$ cat src/rtl/cmp_pkg.sv
// Shared types and constants for the registered magnitude comparator.
// The result triple is one-hot whenever it qualifies a valid compare.
package cmp_pkg;

   localparam int DEFAULT_WIDTH     = 4;
   localparam int DEFAULT_CASCADE_W = 4;

   typedef struct packed {
      logic eq;
      logic gt;
      logic lt;
   } cmp_res_t;

   localparam cmp_res_t RES_EQ = 3'b100;
   localparam cmp_res_t RES_GT = 3'b010;
   localparam cmp_res_t RES_LT = 3'b001;

endpackage

$ cat src/rtl/cmp_slice.sv
// Combinational CASCADE_W-bit magnitude compare with cascade in/out.
// An upstream decision (not eq) passes straight through; otherwise the first differing bit decides.
module cmp_slice
   import cmp_pkg::*;
#(
   parameter int CASCADE_W = DEFAULT_CASCADE_W
) (
   input  logic [CASCADE_W-1:0] a_i,
   input  logic [CASCADE_W-1:0] b_i,
   input  cmp_res_t             casc_i,
   output cmp_res_t             casc_o
);

   cmp_res_t res;

   always_comb begin
      res = casc_i;
      if (casc_i.eq) begin
         res = RES_EQ;
         for (int k = CASCADE_W - 1; k >= 0; k--) begin
            if (res.eq && (a_i[k] != b_i[k])) begin
               res = a_i[k] ? RES_GT : RES_LT;
            end
         end
      end
   end

   assign casc_o = res;

endmodule

$ cat src/rtl/mag_comparator.sv
// Registered magnitude comparator: one-hot eq/gt/lt one cycle after in_valid,
// with optional two's-complement ordering selected per transaction.
module mag_comparator
   import cmp_pkg::*;
#(
   parameter int WIDTH     = DEFAULT_WIDTH,
   parameter int CASCADE_W = DEFAULT_CASCADE_W
) (
   input  logic             clk,
   input  logic             rst,
   input  logic             in_valid,
   input  logic [WIDTH-1:0] a,
   input  logic [WIDTH-1:0] b,
   input  logic             signed_mode,
   output logic             out_valid,
   output logic             eq,
   output logic             gt,
   output logic             lt
);

   localparam int NSLICE = WIDTH / CASCADE_W;

   if ((WIDTH < 1) || (WIDTH > 32) || ((WIDTH % CASCADE_W) != 0)) begin : g_bad_cfg
      $error("mag_comparator: WIDTH must be 1..32 and a multiple of CASCADE_W");
   end

   logic [WIDTH-1:0] a_adj;
   logic [WIDTH-1:0] b_adj;
   cmp_res_t         res_d;
   cmp_res_t         res_q;
   logic             valid_q;

   // Inverting both sign bits maps two's-complement order onto unsigned order; eq is unaffected.
   always_comb begin
      a_adj = a;
      b_adj = b;
      if (signed_mode) begin
         a_adj[WIDTH-1] = ~a[WIDTH-1];
         b_adj[WIDTH-1] = ~b[WIDTH-1];
      end
   end

   for (genvar i = 0; i < NSLICE; i++) begin : g_slice
      cmp_res_t casc_in;
      cmp_res_t casc_out;

      if (i == NSLICE - 1) begin : g_seed
         assign casc_in = RES_EQ;
      end else begin : g_link
         assign casc_in = g_slice[i+1].casc_out;
      end

      cmp_slice #(
         .CASCADE_W (CASCADE_W)
      ) u_slice (
         .a_i    (a_adj[i*CASCADE_W +: CASCADE_W]),
         .b_i    (b_adj[i*CASCADE_W +: CASCADE_W]),
         .casc_i (casc_in),
         .casc_o (casc_out)
      );
   end

   assign res_d = g_slice[0].casc_out;

   // Flags hold across idle cycles; only reset clears them.
   always_ff @(posedge clk) begin
      if (rst) begin
         valid_q <= 1'b0;
         res_q   <= '0;
      end else begin
         valid_q <= in_valid;
         if (in_valid) begin
            res_q <= res_d;
         end
      end
   end

   assign out_valid = valid_q;
   assign eq        = res_q.eq;
   assign gt        = res_q.gt;
   assign lt        = res_q.lt;

endmodule

$ cat config.mk
export PLATFORM = sky130hd
export DESIGN_NAME = mag_comparator
export DESIGN_NICKNAME = d
export VERILOG_FILES = /design/src/rtl/cmp_pkg.sv /design/src/rtl/cmp_slice.sv /design/src/rtl/mag_comparator.sv
export SDC_FILE = /design/constraint.sdc
export NUM_CORES = 1
export LEC_CHECK = 0
export ABC_AREA = 1
export CORE_AREA = 2 2 39 41
export CTS_BUF_LIST = sky130_fd_sc_hd__clkbuf_2
export DETAILED_ROUTE_END_ITERATION = 7
export DIE_AREA = 0 0 41 43
export GPL_TIMING_DRIVEN = 0
export PLACE_DENSITY = 0.6
export SLEW_MARGIN = 10
export SYNTH_ARGS = -nofsm -noshare
export SYNTH_HDL_FRONTEND = slang
export SYNTH_SLANG_ARGS = --single-unit
$ cat constraint.sdc
create_clock -name clk -period 1.18 [get_ports clk]
set_input_delay 0.354 -clock clk [delete_from_list [all_inputs] [get_ports clk]]
set_output_delay 0.354 -clock clk [all_outputs]
set_load 0.02 [all_outputs]
==> out/metrics.csv, run 1 <==
stage;metric;value;unit
outcome;status;finished, final reports clean;
yosys;ys_seq_elements;4;
yosys;yosys.area_share.xor_xnor;0.08678;
drt;drc;0;
setup_path;ff2ff_setup_slack;540;ps
grt;grt.total_usage;0.08216;
grt;antenna_found_initial;0;
setup_path;timing.rr.start;lt;
yosys;syn_area;302.8;um^2
floorplan;coreArea;0.001384;mm^2
floorplan;die_h;43;um
setup_path;path_delay_family;simple AND/OR/NAND/NOR gates;
cells_and_area;drive_gt1_frac;0.2239;
yosys;synth-compound-area-share;0.1446;
setup_path;cp_slowest_stage_delay;210;ps
cells_and_area;final_area;484.2;um^2
setup_path;critPathLaunchType;input pin;
setup_path;worst-endpoint-arrival;1240;ps
grt;grt_max_degree;6;
flow_run;cap_violations;0;
clock_tree;clockBufferDepth;2;
pwr;p_int;0.2766;mW
cells_and_area;area_growth;59.92;%
setup_path;crit_slowest_cell;clkdlybuf4s15_1;
floorplan;floorplan.die_area;0.001763;mm^2
drt;drt_pre_antenna_iters;4;
clock_tree;tritoncts;yes;
pwr;powerDensity;851.1;mW/mm^2
grt;grt_pass1_wl;966;um
cells_and_area;finalNetCount;81;
grt;globalRouteOverflowTotal;0;
grt;grt_pass1_vias;282;
setup_path;path_common_cell;nand2_1;
setup_path;r2r_end;lt;
place;post-place-ws;-457.6;ps
yosys;synth_mux_area_frac;0;
cells_and_area;antennaDiodeCount;0;
hold_path;min-delay-start;gt;
pwr;p_leak;0.2574;nW
clock_tree;clockRootBuffer;clkbuf_2;
yosys;syn_avg_cell_area;6.179;um^2
yosys;synth_fa_ha_area_frac;0;
drt;ant_nets;0;
sta;holdWs;472.2;ps
drt;drt-initial-drc-count;7;
clock_tree;clk_pin_slew;50;ps
sta;tightestPinTransition;201.3;ps
hold_path;hold_class;flop to flop;
clock_tree;htree_num_levels;1;
sta;setup_slack;42.15;ps
place;place_congestion;0.6588;
pwr;power_frac_clock;0.307;
pwr;swShare;0.3289;
yosys;synth-simple-area-share;0.3802;
sta;drv_slew;0;
setup_path;crit_start;b[3];
sta;slew_headroom;0.8644;
place;dpl_cell_area;473.0;um^2
floorplan;fp.dieW;41;um
yosys;synth_nets;61;
sta;fin_worst_skew;0;ps
setup_path;reg2reg_depth;2;
setup_path;endpoint;gt;
clock_tree;cts_made_buffers;3;
sta;period_share;0.9643;
pwr;p_comb_frac;0.333;
drt;drt-total-wl;617;um
pwr;pwr-share-seq;0.360;
drt;num_vias;341;
sta;period_minus_slack;1138;ps
yosys;ys_warn_count;0;
floorplan;io_pins;16;
setup_path;crit_path_end_kind;flop;
setup_path;critPathKind;input pin to flop;
drt;wl_per_cell;7.434;um
sta;hold_violations;0;
clock_tree;hold_buffers;0;
clock_tree;insertion_delay;200;ps
setup_path;cp_num_buf_inv;3;
yosys;ys_seq_area_frac;0.2645;
place;portBuffers;15;
floorplan;fp-row-count;14;
yosys;synth_top_family_by_area;simple AND/OR/NAND/NOR gates;
floorplan;start_util;0.2188;
drt;avgViaCountPerCell;4.108;
setup_path;cp.depth;10;
place;dp_hpwl;526;um
setup_path;path_max_fanout;4;
pwr;ir_drop;0.2472;mV
setup_path;worstPathRequired;1280;ps
sta;fmax;878.9;MHz
clock_tree;clock-sinks;4;
cells_and_area;fin_util;0.3499;
yosys;synth.distinct_cells;16;
pwr;p_switching;0.1356;mW
setup_path;path_cells;clkdlybuf4s15_1 -> inv_1 -> nand2_1 -> nand2_2 -> nor2_4 -> nand3_2 -> nand2_1 -> inv_1 -> nand2_1 -> a21oi_2;
sta;rsz0062_at_grt;yes;
yosys;syn-instance-count;49;
sta;setup_viol;0;
## repair_timing
item                                    in CTS  in global routing
endpoints found under the setup margin       7                  5
resized for setup                           23                  7
setup buffers                                0                  0
pin swaps                                    3                  1
gates cloned                                 0                  0
## worst min path at each step
stage          slack (ps)  cells after the start  endpoint
3_3_place_gp          460                      2        gt
2_1_floorplan         420                      1        gt
3_5_place_dp          470                      2        gt
6_report              470                      2        gt
5_1_grt               510                      2        gt
4_1_cts               480                      2        gt
## per-layer routing
| metal | wire length (um) | global-route usage | part of all wire | vias up |
|---|---|---|---|---|
| li1 | - | - | - | 189 |
| met1 | 275 | 0.09904 | 0.45 | 139 |
| met2 | 281 | 0.1125 | 0.46 | 11 |
| met3 | 46 | 0.01571 | 0.075 | 2 |
| met4 | 14 | 0.08000 | 0.023 | 0 |
| met5 | 0 | 0 | 0 | - |
## cell families (layout without fill, tap and decap cells)
group	after synthesis	after routing
buffers and inverters	10	28
flip-flops	4	4
XOR/XNOR	3	3
AO/OA/AOI/OAI	8	8
AND/OR/NAND/NOR	24	24
## power by group through the flow
stage	combinational (mW)	clock (mW)	sequential, mW
floorplan	0.0632	0	0.163
global placement	0.146	0	0.151
detailed placement	0.148	0	0.151
CTS	0.140	0.130	0.149
global route	0.153	0.144	0.149
finish	0.137	0.126	0.148
## synthesized netlist by cell type
cell type   n  area share
nand3_1     2       0.033
xnor2_1     2       0.058
inv_1      10        0.12
xor2_1      1       0.029
nor2_1      3       0.037
nand2_2     1       0.021
nand3_2     1       0.033
o21ai_0     3       0.050
dfxtp_1     4        0.26
o21ai_1     1       0.017
a21oi_1     3       0.050
nand3b_1    1       0.025
nor2_4      1       0.037
nand2_1    14        0.17
nand4_1     1       0.021
a21oi_2     1       0.029
## worst reg2reg max path, stage by stage, from the launching register on
cell and delay (ps):
dfxtp_1 300, o21ai_0 190, a21oi_2 40
## sequential cells by signal, indices dropped and copies added (netlist names)
name / flops
eq: 1
gt: 1
lt: 1
out_valid: 1
## area by class of cell
cell class / count / area [um^2]
fill: 168 / 899.6
multi-input combinational: 35 / 202.7
timing repair buffer: 15 / 128.9
sequential: 4 / 80.08
inverter: 10 / 37.54
tap: 16 / 20.02
clock buffer: 3 / 15.01
## through the flow
| step | setup TNS [ps] | power [mW] | std cells |
|---|---|---|---|
| finish | 0 | 0.4121 | 83 |
| global route | -23.32 | 0.4455 | 83 |
| CTS | 0 | 0.4192 | 83 |
| detailed placement | -1558 | 0.2990 | 80 |
| global placement | -1462 | 0.2973 | 80 |
| floorplan | 0 | 0.2263 | 49 |
## cells in the final DEF, fill, tap and decap left out, drive strengths merged
cell type and count:
a21oi 4, buf 2, clkbuf 4, clkdlybuf4s15 4, clkdlybuf4s50 2, dfxtp 4, dlygate4sd2 6, inv 10
nand2 15, nand3 3, nand3b 1, nand4 1, nor2 4, o21ai 4, xnor2 2, xor2 1
Note: power is estimated with default switching activity, not from simulation.
==> inputs of run 2 (changes only) <==
PLACE_DENSITY = 0.66   (was 0.6)
SYNTH_HIERARCHICAL = 1   (was not set)
==> out/metrics.csv, run 2 <==
stage;metric;value;unit;change
sta;fin_worst_skew;0;ps;unchanged
setup_path;critPathKind;input pin to flop;;unchanged
place;portBuffers;15;;unchanged
setup_path;r2r_end;gt;;was lt
yosys;syn_avg_cell_area;5.677;um^2;was 6.179 um^2
sta;setup_viol;3;;was 0
drt;drt-initial-drc-count;4;;was 7
cells_and_area;antennaDiodeCount;0;;unchanged
cells_and_area;area_growth;70.07;%;was 59.92%
sta;period_share;1.334;;was 0.9643
outcome;status;finished with violations;;was finished, final reports clean
floorplan;start_util;0.2749;;was 0.2188
cells_and_area;final_cell_mix;nand2_1, inv_1, nor2_1;;was nand2_1, inv_1, dlygate4sd2_1
floorplan;fp.dieW;41;um;unchanged
setup_path;worst-endpoint-arrival;1720;ps;was 1240 ps
clock_tree;clk_pin_slew;40;ps;was 50 ps
cells_and_area;mostFrequentLayoutCell;nand2_1;;unchanged
clock_tree;insertion_delay;210;ps;was 200 ps
grt;grt.total_usage;0.1084;;was 0.08216
cells_and_area;stdcell_count;107;;was 83
setup_path;worstPathRequired;1320;ps;was 1280 ps
drt;wl_per_cell;6.804;um;was 7.434 um
setup_path;path_cells;buf_8 -> xor2_4 -> inv_2 -> ha_4 -> nand3_4 -> and2b_1 -> nand2_1 -> nand2_1 -> nand2_1 -> a21oi_1 -> inv_1 -> nand2_1 -> nand2_1 -> nor2_1;;was clkdlybuf4s15_1 -> inv_1 -> nand2_1 -> nand2_2 -> nor2_4 -> nand3_2 -> nand2_1 -> inv_1 -> nand2_1 -> a21oi_2
yosys;synth-simple-area-share;0.4276;;was 0.3802
sta;fin_tns_setup;-965.1;ps;was 0 ps
yosys;syn-instance-count;67;;was 49
setup_path;timing.rr.start;gt;;was lt
grt;grt_max_degree;8;;was 6
drt;drt_pre_antenna_iters;4;;unchanged
yosys;synthFlopType;dfxtp_1;;unchanged
yosys;synth_mux_area_frac;0;;unchanged
clock_tree;clock-sinks;4;;unchanged
drt;ant_nets;0;;unchanged
drt;num_vias;425;;was 341
yosys;ys_warn_count;6;;was 0
pwr;fin_total_pwr;0.5313;mW;was 0.4121 mW
yosys;synth_area_leaders;nand2_1, dfxtp_1, inv_1;;was dfxtp_1, nand2_1, inv_1
grt;antenna_found_initial;0;;unchanged
sta;period_minus_slack;1574;ps;was 1138 ps
floorplan;die_h;43;um;unchanged
setup_path;crit_slowest_cell;ha_4;;was clkdlybuf4s15_1
yosys;ys_seq_elements;4;;unchanged
setup_path;cp_num_buf_inv;3;;unchanged
hold_path;hold_depth;2;;unchanged
clock_tree;clockBufferDepth;2;;unchanged
setup_path;reg2reg_depth;2;;unchanged
place;dp.cells;100;;was 80
cells_and_area;fin_util;0.4675;;was 0.3499
drt;drc;0;;unchanged
yosys;syn_area;380.4;um^2;was 302.8 um^2
drt;avgViaCountPerCell;3.972;;was 4.108
yosys;yosys.area_share.xor_xnor;0.1118;;was 0.08678
yosys;synthArstFlopShare;0;;unchanged
grt;grt_pass1_wl;1297;um;was 966 um
setup_path;cp_slowest_stage_delay;280;ps;was 210 ps
flow_run;cap_violations;0;;unchanged
pwr;p_leak;0.3672;nW;was 0.2574 nW
setup_path;critPathLaunchType;input pin;;unchanged
floorplan;coreArea;0.001384;mm^2;unchanged
yosys;synth_top_area_frac;0.2270;;was 0.2645
yosys;synth_fa_ha_area_frac;0.06579;;was 0
drt;drt-total-wl;728;um;was 617 um
yosys;synth.distinct_cells;13;;was 16
clock_tree;clockRootBuffer;clkbuf_2;;unchanged
sta;hold_violations;0;;unchanged
yosys;synthTopCellsByCount;nand2_1, inv_1, nor2_1;;was nand2_1, inv_1, dfxtp_1
sta;drv_slew;0;;unchanged
setup_path;path_max_fanout;3;;was 4
grt;globalRouteOverflowTotal;0;;unchanged
sta;fmax;635.2;MHz;was 878.9 MHz
place;place_congestion;0.6250;;was 0.6588
pwr;ir_drop;0.3833;mV;was 0.2472 mV
yosys;synth_most_common_cell;nand2_1;;unchanged
setup_path;path_delay_family;simple AND/OR/NAND/NOR gates;;unchanged
outcome;violations;negative setup slack;;
grt;grt_pass1_vias;354;;was 282
place;dp_hpwl;577.1;um;was 526 um
hold_path;min-delay-start;lt;;was gt
cells_and_area;drive_gt1_frac;0.2747;;was 0.2239
yosys;ys_seq_area_frac;0.2105;;was 0.2645
hold_path;holdPathEnd;lt;;was gt
yosys;synth.largest_area_cell;nand2_1;;was dfxtp_1
setup_path;ff2ff_setup_slack;630;ps;was 540 ps
floorplan;fp-row-count;14;;unchanged
hold_path;hold_class;flop to flop;;unchanged
place;post-place-ws;-1175;ps;was -457.6 ps
setup_path;crit_path_end_kind;flop;;unchanged
floorplan;floorplan.die_area;0.001763;mm^2;unchanged
clock_tree;tritoncts;yes;;unchanged
clock_tree;hold_buffers;0;;unchanged
pwr;powerDensity;821.4;mW/mm^2;was 851.1 mW/mm^2
clock_tree;cts_made_buffers;3;;unchanged
sta;setup_slack;-394.3;ps;was 42.15 ps
yosys;synth-compound-area-share;0.02632;;was 0.1446
yosys;synth_edf_count;0;;unchanged
yosys;synth_top_family_by_area;simple AND/OR/NAND/NOR gates;;unchanged
floorplan;io_pins;16;;unchanged
cells_and_area;finalNetCount;107;;was 81
sta;rsz0062_at_grt;yes;;unchanged
setup_path;path_common_cell;nand2_1;;unchanged
clock_tree;htree_num_levels;1;;unchanged
-- run 2: changes by cell type in the layout (fill, tap and decap cells not counted), moves of 2 or more --
cell,change
a21oi_2,-2
buf_2,+2
buf_4,+4
clkdlybuf4s15_1,-3
clkdlybuf4s50_1,+2
conb_1,+4
dlygate4sd2_1,-2
inv_1,+3
nand2_1,+7
nor2_1,+6
o21ai_0,-3
xor2_2,+2
-- run 2: logic make-up (layout without fill, tap and decap cells) --
logic type               Yosys count  after routing
AO/OA/AOI/OAI                      2              2
XOR/XNOR                           4              4
adder cells (fa/ha/maj)            2              2
buffers and inverters             14             36
flip-flops                         4              4
other                              2              4
AND/OR/NAND/NOR                   39             39
-- run 2: where the power goes --
part	total (mW)	internal (mW)	leakage, nW	switching, mW
clock	0.126	0.0684	0.0125	0.0576
combinational	0.256	0.126	0.322	0.130
sequential	0.149	0.145	0.0332	0.00354
total	0.531	0.340	0.367	0.192
-- run 2: tightest hold or removal path: cells and delay by family (launching register included) --
family | cells | cell delay (ps)
flip-flops | 1 | 300
AND/OR/NAND/NOR | 2 | 130
-- run 2: how the worst max path moves through the flow --
stage           startpoint  end  slack, ps  cells after the start
2_1_floorplan  signed_mode   lt       -410                     13
4_1_cts               a[3]   lt       -420                     14
3_5_place_dp   signed_mode   lt      -1170                     14
5_1_grt               a[3]   lt       -490                     14
6_report              a[3]   lt       -390                     14
3_3_place_gp   signed_mode   lt      -1170                     14
-- run 2: layer usage --
layer,global-route usage,part of all wire,vias up
met5,0,0,-
met4,0.02000,0,0
met3,0.07853,0.081,0
met2,0.1531,0.48,12
met1,0.1318,0.43,175
li1,-,-,238
-- run 2: cell type report --
| cell class | instances | area (um^2) |
|---|---|---|
| Inverter | 14 | 52.55 |
| Timing Repair Buffer | 19 | 156.4 |
| Tap cell | 16 | 20.02 |
| Sequential cell | 4 | 80.08 |
| Fill cell | 153 | 737.0 |
| Multi-Input combinational cell | 51 | 322.8 |
| Clock buffer | 3 | 15.01 |
-- run 2: stage by stage --
step / instance area [um^2] / hold WS, ps
finish: 646.9 / 465.4
detailed placement: 596.8 / 468.2
CTS: 670.6 / 473.7
floorplan: 426.7 / 425.2
global placement: 596.8 / 463.6
global route: 646.9 / 508.1
-- run 2: timing repair --
item	4_1_cts	5_1_grt
setup buffers	4	0
resized for setup	39	4
endpoints found under the setup margin	7	7
pin swaps	8	3
==> inputs of run 3 (changes only) <==
MAX_ROUTING_LAYER = met4   (was not set)
==> out/metrics.csv, run 3 (synthesized netlist as in run 2, its figures left out) <==
stage;metric;value;unit;change
setup_path;worst-endpoint-arrival;1720;ps;about the same
floorplan;floorplan.die_area;0.001763;mm^2;unchanged
setup_path;reg2reg_depth;2;;unchanged
place;dp_hpwl;577.1;um;unchanged
drt;avgViaCountPerCell;3.953;;was 3.972
sta;hold_violations;0;;unchanged
flow_run;cap_violations;0;;unchanged
setup_path;critPathKind;input pin to flop;;unchanged
pwr;fin_total_pwr;0.5307;mW;was 0.5313 mW
setup_path;path_cells;buf_8 -> xor2_4 -> inv_2 -> ha_4 -> nand3_4 -> and2b_1 -> nand2_1 -> nand2_1 -> nand2_1 -> a21oi_1 -> inv_1 -> nand2_1 -> nand2_1 -> nor2_1;;unchanged
pwr;powerDensity;820.5;mW/mm^2;was 821.4 mW/mm^2
grt;grt_pass1_vias;353;;was 354
drt;drt-total-wl;727;um;was 728 um
sta;period_share;1.335;;was 1.334
setup_path;cp_slowest_stage_delay;280;ps;about the same
sta;fmax;634.8;MHz;was 635.2 MHz
clock_tree;htree_num_levels;1;;unchanged
cells_and_area;finalNetCount;107;;unchanged
grt;grt_max_degree;8;;unchanged
sta;period_minus_slack;1575;ps;was 1574 ps
outcome;violations;negative setup slack;;unchanged
hold_path;min-delay-start;lt;;unchanged
floorplan;fp.dieW;41;um;unchanged
floorplan;start_util;0.2749;;unchanged
floorplan;coreArea;0.001384;mm^2;unchanged
clock_tree;cts_made_buffers;3;;unchanged
grt;grt_pass1_wl;1297;um;unchanged
sta;setup_viol;3;;unchanged
floorplan;fp-row-count;14;;unchanged
grt;antenna_found_initial;0;;unchanged
hold_path;hold_depth;2;;unchanged
sta;fin_worst_skew;0;ps;unchanged
setup_path;critPathLaunchType;input pin;;unchanged
setup_path;path_max_fanout;3;;unchanged
clock_tree;clock-sinks;4;;unchanged
sta;drv_slew;0;;unchanged
drt;ant_nets;0;;unchanged
clock_tree;insertion_delay;210;ps;about the same
sta;setup_slack;-395.4;ps;was -394.3 ps
setup_path;cp_num_buf_inv;3;;unchanged
setup_path;crit_path_end_kind;flop;;unchanged
floorplan;io_pins;16;;unchanged
pwr;p_leak;0.3672;nW;unchanged
place;place_congestion;0.6298;;was 0.6250
clock_tree;clockRootBuffer;clkbuf_2;;unchanged
drt;drt_pre_antenna_iters;4;;unchanged
cells_and_area;mostFrequentLayoutCell;nand2_1;;unchanged
hold_path;holdPathEnd;lt;;unchanged
clock_tree;clk_pin_slew;40;ps;about the same
cells_and_area;area_growth;70.07;%;unchanged
setup_path;r2r_end;gt;;unchanged
setup_path;crit_slowest_cell;ha_4;;unchanged
cells_and_area;num-fill-cells;153;;unchanged
drt;drc;0;;unchanged
cells_and_area;final_area;646.9;um^2;unchanged
place;portBuffers;15;;unchanged
grt;globalRouteOverflowTotal;0;;unchanged
floorplan;die_h;43;um;unchanged
clock_tree;clockBufferDepth;2;;unchanged
outcome;status;finished with violations;;unchanged
place;dpl_cell_area;596.8;um^2;unchanged
drt;drt-initial-drc-count;2;;was 4
sta;rsz0062_at_grt;yes;;unchanged
drt;num_vias;423;;was 425
drt;wl_per_cell;6.794;um;was 6.804 um
cells_and_area;antennaDiodeCount;0;;unchanged
hold_path;hold_class;flop to flop;;unchanged
clock_tree;tritoncts;yes;;unchanged
cells_and_area;drive_gt1_frac;0.2747;;unchanged
cells_and_area;final_cell_mix;nand2_1, inv_1, nor2_1;;unchanged
setup_path;path_common_cell;nand2_1;;unchanged
grt;grt.total_usage;0.1111;;was 0.1084
setup_path;worstPathRequired;1320;ps;about the same
pwr;ir_drop;0.3819;mV;was 0.3833 mV
setup_path;ff2ff_setup_slack;630;ps;about the same
setup_path;path_delay_family;simple AND/OR/NAND/NOR gates;;unchanged
setup_path;timing.rr.start;gt;;unchanged
## run 3: how the worst max path moves through the flow
| stage | from | endpoint | slack [ps] | cells past startpoint |
|---|---|---|---|---|
| floorplan | signed_mode | lt | -410 | 13 |
| global placement | signed_mode | lt | -1170 | 14 |
| detailed placement | signed_mode | lt | -1170 | 14 |
| CTS | a[3] | lt | -420 | 14 |
| global route | a[3] | lt | -490 | 14 |
| finish | a[3] | lt | -400 | 14 |
## run 3: worst reg2reg max path: cells and delay by family (launching register included)
kind / cells / cell delay, ps
DFF: 1 / 300
and+or+nand+nor: 2 / 140
## run 3: report_power, final
group          leakage (nW)  total, mW  internal, mW  switching, mW
sequential           0.0332      0.149         0.145        0.00354
combinational         0.322      0.256         0.126          0.130
clock                0.0125      0.125        0.0684         0.0570
## run 3: metal layers
| metal | vias to the layer above | global-route usage | part of all wire |
|---|---|---|---|
| li1 | 238 | - | - |
| met5 | - | - | 0 |
| met3 | 0 | 0.07853 | 0.089 |
| met2 | 11 | 0.1531 | 0.48 |
| met1 | 174 | 0.1318 | 0.43 |
| met4 | 0 | 0.02000 | 0 |
## run 3: cell type report
cell class	count	area (um^2)	share of cell area
Timing Repair Buffer	19	156.4	0.2418
Clock buffer	3	15.01	0.02321
Multi-Input combinational cell	51	322.8	0.4990
Inverter	14	52.55	0.08124
Tap cell	16	20.02	0.03095
Sequential cell	4	80.08	0.1238
## run 3: through the flow
step / cells / util / setup TNS [ps] / hold WS [ps] / setup WS (ps)
after global placement: 100 / 0.4313 / -3454 / 463.6 / -1170
after CTS: 107 / 0.4846 / -988.4 / 473.7 / -422.2
after global routing: 107 / 0.4675 / -1264 / 508.1 / -491.8
after floorplan: 69 / - / -908.7 / 425.2 / -411.6
after detailed placement: 100 / 0.4313 / -3502 / 468.2 / -1175
final: 107 / 0.4675 / -968.7 / 465.4 / -395.4
## run 3: timing repair
action	in CTS	in global routing
endpoints found under the hold margin	0	0
resized for setup	39	4
buffers inserted	4	0
setup endpoints to repair	7	7
hold buffers	0	0
pin swaps	8	3
cloned	0	0
==> variant 1: new RTL, config.mk and constraints of run 1 <==
The output `out_valid` loses its register stage (`valid_q` becomes a continuous assignment).
--- a/src/rtl/mag_comparator.sv
+++ b/src/rtl/mag_comparator.sv
@@ -65,15 +65,15 @@
    // Flags hold across idle cycles; only reset clears them.
    always_ff @(posedge clk) begin
       if (rst) begin
-         valid_q <= 1'b0;
          res_q   <= '0;
       end else begin
-         valid_q <= in_valid;
          if (in_valid) begin
             res_q <= res_d;
          end
       end
    end
+
+   assign valid_q = in_valid;
 
    assign out_valid = valid_q;
    assign eq        = res_q.eq;
Formal check against the unedited RTL: not equivalent (a bounded check fails within 4 cycles, from zero or initial values and one cycle with rst high).
==> variant 1 against run 1 <==
- design area decreased by 4.1%
- sequential cell count decreased by 1
- first-iteration DRC count decreased by 43%
- sequential power decreased by 24%
- wire length decreased by 0.49%
- non-clock buffer count increased by 2
- sequential share of layout area decreased by 3.6 points
- worst setup slack got worse by 0.0048 ns
- synthesized area decreased by 7.4%
- power decreased by 3.5%
==> variant 1: results (changes against run 1) <==
[outcome]
status=finished, final reports clean

[setup_path]
r2r-end=gt
cpPeakStageDelay_ns=0.32  ; +0.11 ns
cp-startpoint=lt
slowest_stage=dfxtp_1
critical_path.top_delay_family=flip-flops
arrival_ns=0.79  ; -0.45 ns
critPathMaxFanout=2  ; -2

[synthesis]
syn_nets=60  ; -1.6%
avgSynthCellArea_um2=5.84  ; -5.5%
synth_xor_area_frac=0.0938  ; +0.00697
ys_seq_area_frac=0.214  ; -0.0502
ys_types=15  ; -1
ys_top_cells_by_area=dfxtp_1 21%, nand2_1 17%, inv_1 13%
synthTopCellsByCount=13 x nand2_1, 10 x inv_1, 4 x a21oi_1
synth_compound_area_frac=0.143  ; -0.00177

[drt]
dr_wl_met3_um=36  ; -22%
wl_per_cell_um=7.31  ; -1.7%
vias=339  ; -0.59%
drt-initial-drc-count=4  ; -3
firstDrtPassIters=2  ; -2
totalWireLength_um=614  ; -0.49%
wirelength_met1_um=243  ; -12%

[layout]
post_route_cells_drive_above_1_share=0.265  ; +0.0408
multi_input_area_share=0.407  ; -0.0116
final_core_util=0.335  ; -0.0145
postLayoutCellArea_um2=464  ; -4.1%
clkCellAreaFrac=0.0431  ; +0.0121
bufAreaShareNonClock=0.296  ; +0.0303
buffers=17  ; +2
flops_and_latches=3  ; -1
fill_cells=160  ; -4.8%
multi_input_gates=34  ; -2.9%

[grt]
met1_usage=0.0831  ; -0.0160
first_global_vias=259  ; -8.2%
met2_usage=0.125  ; +0.0125
track_usage=0.0782  ; -0.00401

[place]
hpwl_um=488  ; -7.3%
postPlaceCellArea_um2=450  ; -4.8%
pre_cts_slack_ns=-0.812  ; -0.355 ns
place.gp.congestion=0.690  ; +4.7%

[hold_path]
worstHoldEndpoint=eq
hp-class=input port to register
worstHoldStart=in_valid

[sta]
slew_headroom=0.886  ; +0.0218

[clock_network]
cts_resized=30  ; +30%

[power_and_ir_drop]
internal-power_w=0.000265  ; -4.2%
p_leak_nw=0.260  ; +0.98%
ir_worst_vdd_v=0.000268  ; +8.6%

-- variant 1: changes by cell type after synthesis, sizes merged --
cell   change
buf        +1
dfxtp      -1
nor2       -1
-- variant 1: power groups by stage --
| stage | clock network (W) | logic [W] | registers (W) |
|---|---|---|---|
| detailed placement | 0 | 0.000146 | 0.000115 |
| global route | 0.000162 | 0.000153 | 0.000113 |
| finish | 0.000148 | 0.000137 | 0.000113 |
| floorplan | 0 | 0.0000649 | 0.000124 |
| CTS | 0.000153 | 0.000141 | 0.000113 |
| global placement | 0 | 0.000144 | 0.000115 |
-- variant 1: how the worst max path moves through the flow --
| stage | to | slack (ns) | cells past startpoint |
|---|---|---|---|
| floorplan | lt | 0.16 | 9 |
| global placement | out_valid | -0.81 | 3 |
| detailed placement | out_valid | -0.81 | 3 |
| CTS | gt | 0.02 | 1 |
| global route | lt | 0.001 | 10 |
| finish | lt | 0.04 | 1 |
==> variant 2: new RTL, config.mk and constraints of run 1 <==
Made on the original files. Make the reset (`rst`) asynchronous in one clocked block.
--- a/src/rtl/mag_comparator.sv
+++ b/src/rtl/mag_comparator.sv
@@ -63,7 +63,7 @@
    assign res_d = g_slice[0].casc_out;
 
    // Flags hold across idle cycles; only reset clears them.
-   always_ff @(posedge clk) begin
+   always_ff @(posedge clk or posedge rst) begin
       if (rst) begin
          valid_q <= 1'b0;
          res_q   <= '0;
Formal check against the unedited RTL: differs if rst is asserted again (counterexample within 4 cycles, from zero or initial values and one cycle with rst high); with rst held inactive, the same outputs for 10 cycles.
==> variant 2 against run 1 <==
- critical path depth down 7
- first-iteration DRC count increased by 14%
- worst setup slack better by 0.029 ns
- fmax rose by 2.6%
- combinational power is 13% higher
- sequential cell count unchanged
- wire length rose by 4.7%
- sequential power increased by 6%
- design area rose by 4.7%
- synthesized area up 8.7%
- power rose by 5.2%
- critical path type unchanged
- highest routed layer is now met3
==> variant 2: results (changes against run 1) <==
[setup_path]
critical_path.top_delay_family=buffers and inverters
timing.rr.start=eq
cpPeakStageDelay_ns=0.54  ; +0.33 ns

[power_and_ir_drop]
ir_worst_vdd_v=0.000225  ; -9.0%
p_leak_nw=0.297  ; +15%

[synthesis]
netlist_instances=50  ; +2.0%
ys_top_cells_by_area=dfrtp_1 30%, nand2_1 17%, inv_1 10%
ys_types=14  ; -2
ys_async_sr_fraction=1.00  ; +1.00
ys_seq_area_frac=0.304  ; +0.0397

[drt]
wirelength_met1_um=297  ; +8.0%
drt-initial-drc-count=8  ; +1
totalWireLength_um=646  ; +4.7%
vias=348  ; +2.1%
dr_wl_met3_um=77  ; +67%

[grt]
grt_pass1_wl_um=1060  ; +9.9%
track_usage=0.0913  ; +0.00911

[layout]
fin_nets=82  ; +1.2%
post_route_cells_drive_above_1_share=0.309  ; +0.0849

[sta]
whs_ns=0.333  ; -0.139 ns
worst_pin_slew_ns=0.186  ; -0.0157 ns

[hold_path]
hp-class=input port to async pin

[place]
place.gp.congestion=0.739  ; +12%
placed_cells=81  ; +1.3%

[outcome]
status=finished, final reports clean

==> variant 2: cell types whose count changed after synthesis, sizes merged <==
cell and delta:
o31ai +1, nand3b -1, dfrtp +4, nand3 +2, a21oi -4, nand2 +4
dfxtp -4, nor2 +2, o21ai -3
==> variant 2: per-stage QoR <==
stage	instance area [um^2]	power, W
finish	507	0.000434
global route	507	0.000471
CTS	509	0.000446
detailed placement	499	0.000329
global placement	499	0.000328
floorplan	329	0.000247
==> variant 2: logic make-up after synthesis <==
logic type,synth area share
AO/OA/AOI/OAI,0.0532
XOR/XNOR,0.0799
buffers and inverters,0.114
flip-flops,0.304
AND/OR/NAND/NOR,0.449
==> variant 2: final cells by class <==
type | count | area, um^2 | area share
repair buffers | 15 | 121 | 0.240
multi-input cells | 36 | 213 | 0.420
clock buffers | 3 | 15.0 | 0.0296
flip-flops and latches | 4 | 100 | 0.198
inverters | 10 | 37.5 | 0.0741
well taps | 16 | 20.0 | 0.0395
==> variant 2: worst max-delay path by stage <==
| stage | startpoint | endpoint | slack [ns] |
|---|---|---|---|
| final | in_valid | eq | 0.07 |
| after global routing | a[3] | lt | 0.005 |
| after CTS | out_valid | out_valid | 0.004 |
| after detailed placement | b[3] | lt | -0.43 |
| after global placement | b[3] | lt | -0.42 |
| after floorplan | b[3] | lt | 0.16 |
==> variant 2: repair_timing <==
action,in CTS,in global routing
setup endpoints to repair,7,3
pin swaps,2,3
gates resized for setup,25,10
==> variant 2: layer usage <==
layer	vias to the layer above	track usage
met1	145	0.109
met2	15	0.122
met5	-	0
li1	188	-
met4	0	0.0600
met3	0	0.0471
==> variant 2: power by group <==
part           total (W)  leakage (nW)  switching (W)  internal [W]
Clock           0.000122        0.0125      0.0000539     0.0000683
Sequential      0.000157        0.0487     0.00000561      0.000151
Combinational   0.000155         0.235      0.0000877     0.0000669
Total           0.000434         0.297       0.000147      0.000286
